## src/rtl/itof_pipe_if.sv

```systemverilog
// itof_pipe_if: operand/result bundle between a producer and the int-to-float pipeline.
`default_nettype none

interface itof_pipe_if;
  logic        in_valid;
  logic [31:0] x;
  logic        stall;
  logic        flush;
  logic        out_valid;
  logic [31:0] y;

  modport master (
    output in_valid, x, stall, flush,
    input  out_valid, y
  );

  modport slave (
    input  in_valid, x, stall, flush,
    output out_valid, y
  );
endinterface

`default_nettype wire

```

## src/rtl/itof_pipe.sv

```systemverilog
// ==========================================================================
// itof_pipe: 3-stage signed int32 -> IEEE-754 single converter,
// round to nearest with ties away from zero, stall/flush control.
// Revision: 1.0
// ==========================================================================
`default_nettype none

module itof_pipe #(
  parameter int LATENCY = 3
) (
  input  wire logic  clk,
  input  wire logic  rstn,
  itof_pipe_if.slave bus
);

  // Valid shift chain: [0]=S1, [1]=S2, [LATENCY-1]=out_valid
  logic [LATENCY-1:0] r_vld;
  logic [31:0]        r_y;

  logic               r_s1_sign;
  logic [31:0]        r_s1_mag;

  logic               r_s2_sign;
  logic [4:0]         r_s2_lzc;
  // [24] leading one (clear only for zero), [23:1] fraction, [0] round bit
  logic [24:0]        r_s2_top;

  logic               w_advance;
  logic [31:0]        w_mag;
  logic [4:0]         w_lzc;
  logic [24:0]        w_norm_top;
  logic [7:0]         w_exp;
  logic [23:0]        w_sum;
  logic [7:0]         w_exp_final;
  logic [31:0]        w_result;

  assign w_advance = !bus.stall && !bus.flush;

  // Two's-complement negate also maps 0x80000000 onto 2^31 as required.
  assign w_mag = bus.x[31] ? (~bus.x + 32'd1) : bus.x;

  always_comb begin
    w_lzc = 5'd0;
    for (int i = 0; i < 32; i++) begin
      if (r_s1_mag[i]) begin
        w_lzc = 5'(31 - i);
      end
    end
  end

  assign w_norm_top = 25'((r_s1_mag << w_lzc) >> 7);

  assign w_exp       = 8'd158 - {3'b000, r_s2_lzc};
  assign w_sum       = {1'b0, r_s2_top[23:1]} + {23'd0, r_s2_top[0]};
  // A carry out of the fraction leaves w_sum[22:0] at zero already.
  assign w_exp_final = w_exp + {7'd0, w_sum[23]};
  assign w_result    = r_s2_top[24] ? {r_s2_sign, w_exp_final, w_sum[22:0]} : 32'h0000_0000;

  always_ff @(posedge clk or negedge rstn) begin
    if (!rstn) begin
      r_vld <= '0;
      r_y   <= 32'h0000_0000;
    end else if (bus.flush) begin
      r_vld <= '0;
    end else if (!bus.stall) begin
      r_vld <= {r_vld[LATENCY-2:0], bus.in_valid};
      if (r_vld[LATENCY-2]) begin
        r_y <= w_result;
      end
    end
  end

  always_ff @(posedge clk) begin
    if (w_advance) begin
      r_s1_sign <= bus.x[31];
      r_s1_mag  <= w_mag;
      r_s2_sign <= r_s1_sign;
      r_s2_lzc  <= w_lzc;
      r_s2_top  <= w_norm_top;
    end
  end

  assign bus.out_valid = r_vld[LATENCY-1];
  assign bus.y         = r_y;

endmodule

`default_nettype wire
```

## src/flat_wrapper.sv

```systemverilog
// flat-port wrapper written by rule: the top's interface ports become plain ports
module itof_pipe_flat 
#(
  parameter int LATENCY = 3
)
  (clk, rstn, bus_in_valid, bus_x, bus_stall, bus_flush, bus_out_valid, bus_y);
  itof_pipe_if bus_i ();
  input  wire logic clk;
  input  wire logic rstn;
  input wire logic [$bits(bus_i.in_valid)-1:0] bus_in_valid;
  input wire logic [$bits(bus_i.x)-1:0] bus_x;
  input wire logic [$bits(bus_i.stall)-1:0] bus_stall;
  input wire logic [$bits(bus_i.flush)-1:0] bus_flush;
  output wire logic [$bits(bus_i.out_valid)-1:0] bus_out_valid;
  output wire logic [$bits(bus_i.y)-1:0] bus_y;
  assign bus_i.in_valid = bus_in_valid;
  assign bus_i.x = bus_x;
  assign bus_i.stall = bus_stall;
  assign bus_i.flush = bus_flush;
  assign bus_out_valid = bus_i.out_valid;
  assign bus_y = bus_i.y;
  itof_pipe #(.LATENCY(LATENCY)) u_core (.clk(clk), .rstn(rstn), .bus(bus_i));
endmodule
```

## config.mk

```make
export PLATFORM = sky130hd
export DESIGN_NAME = itof_pipe_flat
export DESIGN_NICKNAME = d
export VERILOG_FILES = /design/src/rtl/itof_pipe_if.sv /design/src/rtl/itof_pipe.sv /design/src/flat_wrapper.sv
export SDC_FILE = /design/constraint.sdc
export NUM_CORES = 1
export LEC_CHECK = 0
export ABC_AREA = 1
export CAP_MARGIN = 25
export CORE_AREA = 2 2 147 134
export DETAILED_ROUTE_END_ITERATION = 16
export DIE_AREA = 0 0 149 136
export PLACE_DENSITY = 0.65
export SLEW_MARGIN = 0
export SYNTH_ARGS = -nofsm -noshare
export SYNTH_HDL_FRONTEND = slang
export SYNTH_SLANG_ARGS = --single-unit
```

## constraint.sdc

```tcl
create_clock -name clk -period 3.1 [get_ports clk]
set_input_delay 0.465 -clock clk [delete_from_list [all_inputs] [get_ports clk]]
set_output_delay 0.465 -clock clk [all_outputs]
set_load 0.03 [all_outputs]
```

# --- Word level (Yosys, flattened, before mapping) ---
# Index checks and enable logic that the tools add are counted.
totals:
  reg_bits: 99
  in_bits: 37
  output_inout_bits: 33
classes:
  add_sub_neg: 4
  n_eq_ne: 1
  n_shift: 1
  muxes: 36
  bitwise_logic: 3
  reduce_logical: 4
op_table:
  columns: ["cell", "count"]
  rows:
  - ["2-to-1 mux 5 bit", 32]
  - ["adder 32 x 1 -> 32 bit, second input constant", 1]
  - ["2-to-1 mux 32 bit", 1]
  - ["inverter 32 bit", 1]
  - ["<< shifter 32 x 5 -> 32 bit", 1]
  - ["2-to-1 mux 31 bit", 1]
  - ["adder 23 x 1 -> 24 bit", 1]
  - ["adder 8 x 1 -> 8 bit", 1]
  - ["subtractor 8 x 5 -> 8 bit, first input constant", 1]
  - ["2-to-1 mux 3 bit", 2]
  - ["AND reduction 3 bit", 1]
  - ["logical NOT 1 bit", 2]
  - ["inequality test 2 x 1 -> 1 bit, second input constant", 1]
  - ["inverter 1 bit", 2]
  - ["logical AND 1 bit", 1]

# --- Logic depth before layout (Yosys ltp) ---
# Gate-level depths: netlist of run 1.
logic_depth:
  ltp_word: 33
  ltp_mapped: 41

# --- Least setup slack after synthesis of run 1 ---
# No wires, ideal clock.
synth_timing:
  kind: "input to register"
  from: "input bus_stall"
  to: "register u_core.r_y[4], in the netlist u_core.bus.y[4]"
  setup_ps: 83
  arrival_ps: 4325
  required_time_ps: 3017
  path_slack_ps: -1308
  stages: 8
  path_buffers: 1
  cell_sequence: "nor2_1 > inv_1 > nor2_1 > nand2_1 > inv_1 > clkbuf_1 > o21ai_0 > o21ai_0"
synth_via:
  elab_chain_cells: 2
synth_rtl:
  columns: ["item", "line_no", "source"]
  rows:
  - ["start, declared", "flat_wrapper.sv:12", "input wire logic [$bits(bus_i.stall)-1:0] bus_stall;"]
  - ["inverter 1 bit (no source line)", null, null]
  - ["AND reduction 3 bit (no source line)", null, null]
  - ["end signal, assigned", "itof_pipe.sv:68", "r_y <= w_result;"]
  - ["end, declared", "itof_pipe.sv:18", "logic [31:0] r_y;"]
# Every way passes these cells.
# A chain may end at the register's enable or synchronous reset.

# --- Final worst setup path of run 1 ---
layout_timing:
  from: "register u_core.r_s2_top[0]"
  to: "register u_core.r_y[27], in the netlist u_core.bus.y[27]"
layout_via:
  elab_chain_cells: 3
layout_rtl:
  columns: ["item", "line_no", "source"]
  rows:
  - ["start, declared", "itof_pipe.sv:26", "logic [24:0] r_s2_top;"]
  - ["start signal, assigned", "itof_pipe.sv:79", "r_s2_top <= w_norm_top;"]
  - ["adder 23 x 1 -> 24 bit", "itof_pipe.sv:54", "assign w_sum = {1'b0, r_s2_top[23:1]} + {23'd0, r_s2_top[0]};"]
  - ["adder 8 x 1 -> 8 bit", "itof_pipe.sv:56", "assign w_exp_final = w_exp + {7'd0, w_sum[23]};"]
  - ["2-to-1 mux 32 bit", "itof_pipe.sv:57", "assign w_result = r_s2_top[24] ? {r_s2_sign, w_exp_final, w_sum[22:0]} : 32'h0000_0000;"]
# Every way passes these cells.

==> results of run 1 <==
worst reg2reg max path, cell delays in order (launching register included):
cell,delay (ns)
edfxtp_1,0.34
ha_2,0.18
nand3_2,0.11
nor2_4,0.14
nand2_2,0.08
nor2_4,0.13
inv_2,0.06
nor2_4,0.12
nand2_2,0.07
nor3_2,0.13
nand3_1,0.14
nor2_2,0.14
nand4_1,0.13
nor2_2,0.18
nand2_2,0.09
nor4_4,0.31
nand2_1,0.13
ha_4,0.19
ha_4,0.16
nand3_2,0.08
nor2_1,0.04
nand2_1,0.07
nand3_1,0.09
worst max path at each step:
| stage | slack [ns] | startpoint | depth (start not counted) | to |
|---|---|---|---|---|
| global route | -0.47 | u_core.r_s1_mag[1]$_DFFE_PP_ | 37 | u_core.r_s2_top[11]$_DFFE_PP_ |
| detailed placement | -0.19 | u_core.r_s2_top[0]$_SDFFCE_PP0P_ | 22 | u_core.bus.y[27]$_DFFE_PN0P_ |
| floorplan | 0.28 | u_core.r_s2_top[0]$_SDFFCE_PP0P_ | 22 | u_core.bus.y[27]$_DFFE_PN0P_ |
| CTS | -0.0009 | u_core.r_s2_top[0]$_SDFFCE_PP0P_ | 22 | u_core.bus.y[27]$_DFFE_PN0P_ |
| global placement | -0.13 | bus_x[1] | 18 | u_core.r_s1_mag[29]$_DFFE_PP_ |
| finish | -0.15 | u_core.r_s2_top[0]$_SDFFCE_PP0P_ | 22 | u_core.bus.y[27]$_DFFE_PN0P_ |
power breakdown:
group	total [W]	switching [W]	internal [W]
Sequential	0.00168	0.0000972	0.00158
Combinational	0.00112	0.000669	0.000446
Clock	0.00112	0.000559	0.000566
synth_stat cells:
library cell / number / area, sq um
a32o_1: 8 / 80.1
or2_2: 4 / 25.0
a21oi_1: 15 / 75.1
nor3_2: 1 / 10.0
nor3_1: 18 / 90.1
nand2_4: 2 / 22.5
nand3b_1: 1 / 7.51
a31oi_1: 5 / 31.3
a211o_1: 1 / 8.76
o21ai_0: 25 / 125
buf_6: 3 / 33.8
buf_2: 7 / 35.0
xnor2_1: 11 / 96.3
nor3b_1: 1 / 7.51
clkbuf_1: 20 / 75.1
o31ai_1: 8 / 60.1
nand3_1: 191 / 956
a311oi_1: 1 / 8.76
inv_2: 1 / 3.75
edfxtp_1: 64 / 1920
xor2_1: 20 / 175
a22o_1: 4 / 35.0
ha_1: 5 / 62.6
buf_4: 3 / 22.5
nand4_1: 7 / 43.8
nand2_2: 1 / 6.26
nor4_1: 6 / 37.5
o21ai_2: 2 / 17.5
nor2_1: 73 / 274
inv_1: 100 / 375
o22ai_1: 1 / 6.26
clkinv_1: 1 / 3.75
nand3_2: 1 / 10.0
dfrtp_1: 35 / 876
nand2_1: 220 / 826
o21bai_1: 1 / 7.51
flip-flops by register name, indices dropped and copies added, names as in the netlist:
signal            cells
u_core.bus.y         32
u_core.r_s1_mag      32
u_core.r_s2_top      25
u_core.r_s2_lzc       5
u_core.r_vld          3
u_core.r_s1_sign      1
u_core.r_s2_sign      1
metrics by stage:
stage	setup slack, ns	cell area, sq um	setup TNS (ns)	hold WS, ns	utilization
final	-0.152	8610	-0.799	0.430	0.456
after global routing	-0.469	8610	-12.58	0.448	0.456
after CTS	-0.000854	8060	-0.000854	0.433	0.427
after detailed placement	-0.194	7670	-0.868	0.415	0.407
after global placement	-0.128	7670	-0.181	0.406	0.407
after floorplan	0.279	6460	0	0.169	-
cell families (layout without fill, tap and decap cells):
group / after synthesis / count (layout) / synth area share
and+or+nand+nor: 526 / 527 / 0.359
buffers and inverters: 135 / 248 / 0.0851
DFF: 99 / 99 / 0.434
AOI/OAI and AO/OA: 71 / 71 / 0.0706
xor gates and xnor gates: 31 / 31 / 0.0421
adders and majority gates: 5 / 5 / 0.00970
per-layer routing:
metal / wire (microns) / track usage / vias to the layer above
met3: 793 / 0.0315 / 16
li1: - / - / 3136
met2: 7480 / 0.254 / 177
met5: 0 / 0 / -
met1: 8190 / 0.239 / 2813
met4: 193 / 0.0418 / 0
final cells by class:
cell class	count	area [sq um]	area share
Clock buffer	9	225	0.0262
Tap cell	250	313	0.0363
Sequential cell	99	2800	0.325
Timing Repair Buffer	130	1190	0.139
Inverter	102	383	0.0445
Multi-Input combinational cell	634	3620	0.421
Clock inverter	7	72.6	0.00843
repair_timing:
item,in CTS,in global routing
cloned,0,3
pin swaps,0,30
setup buffers,8,9
endpoints found under the setup margin,11,40
hold endpoints to repair,0,0
resized for setup,7,105
==> results.yml, run 1 <==
critical_path:
  cp_max_fo: 2
  critPathKind: "reg -> reg"
  worstPathArrival_ns: 3.50
  crit_path_cell_trace: "ha_2 > nand3_2 > nor2_4 > nand2_2 > nor2_4 > inv_2 > nor2_4 > nand2_2 > nor3_2 > nand3_1 > nor2_2 > nand4_1 > nor2_2 > nand2_2 > nor4_4 > nand2_1 > ha_4 > ha_4 > nand3_2 > nor2_1 > nand2_1 > nand3_1"
  cpMaxStageDelayCell: "edfxtp_1"
  endpoint_kind: "flop"
  worstReg2RegStart: "u_core.r_s2_top[0]$_SDFFCE_PP0P_"
  reg2reg_slack_ns: -0.15
  rr_worst_depth: 22
  crit_path_start_kind: "flop"
  r2r-end: "u_core.bus.y[27]$_DFFE_PN0P_"
  path_buf_inv: 1
  cp.required_ns: 3.35
  critical_path.max_stage_delay_ns: 0.34
  path_delay_family: "simple AND/OR/NAND/NOR gates"
synth:
  ys_warn_count: 0
  synthCells: 867
  syn_avg_cell_area_sq_um: 7.44
  yosysUniqueCellTypes: 36
  syn_nets: 909
  seq_area_frac_synth: 0.434
  synth-seq-cells: 99
  syn_area_sq_um: 6450
drt:
  drt-wirelength-per-cell_microns: 13.5
  post-route-drc-count: 0
  ant_nets: 0
  viasPerCell: 4.99
  drt_first_pass_iters: 7
  wl_microns: 16700
  num_vias: 6142
  first_iter_violations: 416
placement:
  dp_cells: 1198
  dpl.hpwl_microns: 11900
  gp_congestion: 0.929
  port-buffer-count: 69
timing:
  worst_slack_ns: -0.152
  max_freq_mhz: 307
  worstMarginPinSlew_ns: 0.796
  slew_violations: 0
  maxSlewHeadroom: 0.470
  rsz0062_at_grt: "yes"
  skew_ns: 0.00776
  finalSetupViolCount: 18
  min_period_ns: 3.25
  fin_crit_sh: 1.05
  hold_violations: 0
global_routing:
  antenna_found_initial: 0
  gr-usage-all-layers: 0.165
  grt_pass1_vias: 5590
  grt_pass1_wl_microns: 27000
  grt-ovfl-total: 0
  grt_max_degree: 66
clocking:
  cts_tree: "done"
  cts-htree-levels: 3
  clk_pin_slew_ns: 0.08
  clock_latency_ns: 0.36
  numCtsBuffers: 9
  cts_max_path_buffers: 2
  cts.sinks: 99
  root_buffer: "clkbuf_16"
  hold_buffers: 0
layout:
  antennaDiodeCount: 0
  final_nets: 1018
  area.growth.synth_to_final_pct: 33.4
  layout-drive-gt1-share: 0.182
  fillCellCount: 1915
  layout_commonest_cell: "nand2_1"
  mostFrequentLayoutCells: "nand2_1, nand3_1, inv_1, clkdlybuf4s50_1, edfxtp_1"
  instances_no_fill: 1231
pwr:
  power_density_nw_per_um2: 455
  total_power_w: 0.00392
  ir_worst_vdd_uv: 243
  p_leak_nw: 3.77
hold_path:
  min_to: "u_core.r_s2_sign$_DFFE_PP_"
  hp-start: "u_core.r_s1_sign$_DFFE_PP_"
  hold_depth: 0
  hp-class: "reg -> reg"
floorplanning:
  core-area_sq_um: 18900
  ioPinCount: 70
  initial_utilization: 0.342
  dieHeight_microns: 136
  rows: 48
  dieArea_sq_um: 20300
  die_x_microns: 149
status:
  status: "finished, violations left"
  violations: "setup timing"
run:
  maxCapViolations: 0
No activity file was read; power rests on OpenSTA's default activity.
==> inputs of run 2 (changes only) <==
ABC_AREA = unset   (was 1)
CORE_AREA = 2 2 118 108   (was 2 2 147 134)
DIE_AREA = 0 0 120 110   (was 0 0 149 136)
PLACE_DENSITY = 0.92   (was 0.65)
==> run 2 against run 1 <==
  * The flow now finishes without violations
  * Combinational power is essentially flat
  * Via count is 1.4% higher
  * First-iteration DRC count rose by 27%
  * Utilization grew 26 points
  * Global-route usage rose by 13 points
  * Sequential share of layout area rose by 0.13 points
  * Worst setup slack improved by 0.24 ns
  * Register-to-register slack gained 0.24 ns
  * Synthesized cell count down 17%
  * Design area decreased by 0.41%
  * Clock power shrank 4%
  * Largest cell class unchanged
  * Largest power group unchanged
==> results.yml, run 2 <==
layout:
  final_nets: 887
  mostFrequentLayoutCells: "buf_4, nand2_1, clkdlybuf4s50_1, edfxtp_1, o21ai_0"
  layout_commonest_cell: "buf_4"
  fillCellCount: 822
  layout-drive-gt1-share: 0.182
  stdcell_area_sq_um: 8570
  final_util: 0.718
  area.growth.synth_to_final_pct: 26.3
  antennaDiodeCount: 0
  instances_no_fill: 1010
global_routing:
  grt_max_degree: 66
  antenna_found_initial: 0
  grt_pass1_wl_microns: 30300
  gr-usage-all-layers: 0.293
  grt-ovfl-total: 0
  grt_pass1_vias: 6093
pwr:
  ir_worst_vdd_uv: 260
  p_leak_nw: 3.36
  power_density_nw_per_um2: 450
clocking:
  numCtsBuffers: 9
  root_buffer: "clkbuf_16"
  cts.sinks: 99
  cts-htree-levels: 3
  cts_tree: "done"
  clk_pin_slew_ns: 0.08
  clock_latency_ns: 0.36
  cts_max_path_buffers: 2
synth:
  synthCells: 720
  yosys-top-cells-count: "nand2_1, edfxtp_1, mux2i_1, o21ai_0, nor2_1"
  yosys_most_used_dff: "edfxtp_1"
  synth_edf_count: 64
  synth_top_area_frac: 0.283
  ys_async_sr_fraction: 0.354
  synthTopCellsByArea: "edfxtp_1, dfrtp_1, mux2i_1"
  syn_area_sq_um: 6790
  yosysMostFrequentCell: "nand2_1"
  synth-seq-cells: 99
  yosysTopAreaCell: "edfxtp_1"
  syn_avg_cell_area_sq_um: 9.43
  syn_nets: 762
  ys_warn_count: 0
  yosysUniqueCellTypes: 65
  seq_area_frac_synth: 0.412
placement:
  detailed_place.area_sq_um: 8240
  dpl.hpwl_microns: 14100
  gp_congestion: 0.927
  port-buffer-count: 69
  dp_cells: 993
drt:
  num_vias: 6225
  drt-wirelength-per-cell_microns: 18.0
  drt_first_pass_iters: 6
  post-route-drc-count: 0
  ant_nets: 0
  viasPerCell: 6.16
  wl_microns: 18200
  first_iter_violations: 527
critical_path:
  critPathKind: "reg -> reg"
  cp.required_ns: 3.20
  worstPathArrival_ns: 3.12
  cp_max_fo: 5
  crit_path_start_kind: "flop"
  endpoint_kind: "flop"
timing:
  fin_crit_sh: 0.972
  rsz0062_at_grt: "yes"
  slew_violations: 0
  maxSlewHeadroom: 0.385
  max_freq_mhz: 332
  finalSetupViolCount: 0
  hold_violations: 0
  skew_ns: 0.0115
  min_period_ns: 3.01
  worstMarginPinSlew_ns: 0.920
run:
  maxCapViolations: 0
floorplanning:
  core-area_sq_um: 11900
  initial_utilization: 0.569
  dieArea_sq_um: 13200
  die_x_microns: 120
  ioPinCount: 70
  dieHeight_microns: 110
  rows: 38
status:
  status: "completed"
hold_path:
  hp-class: "reg -> reg"
[run 2: cells by family after synthesis]
kind of cell             share of synthesized area
flip-flops                                   0.412
XOR/XNOR                                    0.0671
AO/OA/AOI/OAI                                0.185
adder cells (fa/ha/maj)                    0.00922
multiplexers                                0.0938
AND/OR/NAND/NOR                              0.186
buffers and inverters                       0.0463
[run 2: final timing paths]
kind | start | to | slack, ns | depth (start not counted)
min reg2reg | u_core.r_s1_sign$_DFFE_PP_ | u_core.r_s2_sign$_DFFE_PP_ | 0.44 | 0
min in group asynchronous | rstn | u_core.bus.y[19]$_DFFE_PN0P_ | 0.53 | 2
max | u_core.r_s1_mag[7]$_DFFE_PP_ | u_core.r_s2_top[19]$_DFFE_PP_ | 0.09 | 8
min | u_core.r_s1_sign$_DFFE_PP_ | u_core.r_s2_sign$_DFFE_PP_ | 0.44 | 0
max reg2reg | u_core.r_s1_mag[7]$_DFFE_PP_ | u_core.r_s2_top[19]$_DFFE_PP_ | 0.09 | 8
max in group asynchronous | rstn | u_core.bus.y[7]$_DFFE_PN0P_ | 2.26 | 2
[run 2: cell type report]
cell class                 instances  area, sq um  share of cell area
sequential                        99         2800               0.326
tap                              160          200              0.0234
multi-input combinational        545         3720               0.434
clock inverter                     7         61.3             0.00715
timing repair buffer             171         1490               0.174
clock buffer                       9          225              0.0263
inverter                          19         75.1             0.00876
[run 2: what timing repair did]
action	4_1_cts	5_1_grt
hold endpoints to repair	0	0
endpoints found under the setup margin	0	12
gates resized for setup	0	10
hold buffers	0	0
buffers inserted	0	1
[run 2: routing by layer]
layer	up-vias	global-route usage	wire [microns]
met3	70	0.0499	1000
met1	2902	0.324	7060
li1	2969	-	-
met2	284	0.553	9380
met4	0	0.137	767
met5	-	0	0
[run 2: stage by stage]
stage | setup WS (ns) | TNS, ns | power (W) | hold WS, ns
2_1_floorplan | 0.260 | 0 | 0.00229 | 0.169
3_3_place_gp | 0.0267 | 0 | 0.00274 | 0.450
3_5_place_dp | -0.0603 | -0.137 | 0.00278 | 0.460
4_1_cts | 0.0662 | 0 | 0.00386 | 0.465
5_1_grt | -0.0231 | -0.0323 | 0.00403 | 0.471
6_report | 0.0881 | 0 | 0.00386 | 0.444
[run 2: worst max-delay path, cell delays in order (launching register included)]
cell,delay [ns]
edfxtp_1,0.39
or4_4,0.57
o211a_1,0.27
o21ai_1,0.27
nand2_1,0.19
mux4_2,0.35
mux2i_2,0.21
o32ai_2,0.13
or3_1,0.37
[run 2: report_power, final]
part	total, W	internal [W]	switching, W
logic	0.00111	0.000507	0.000604
clock network	0.00108	0.000557	0.000524
registers	0.00167	0.00157	0.000103
total	0.00386	0.00263	0.00123
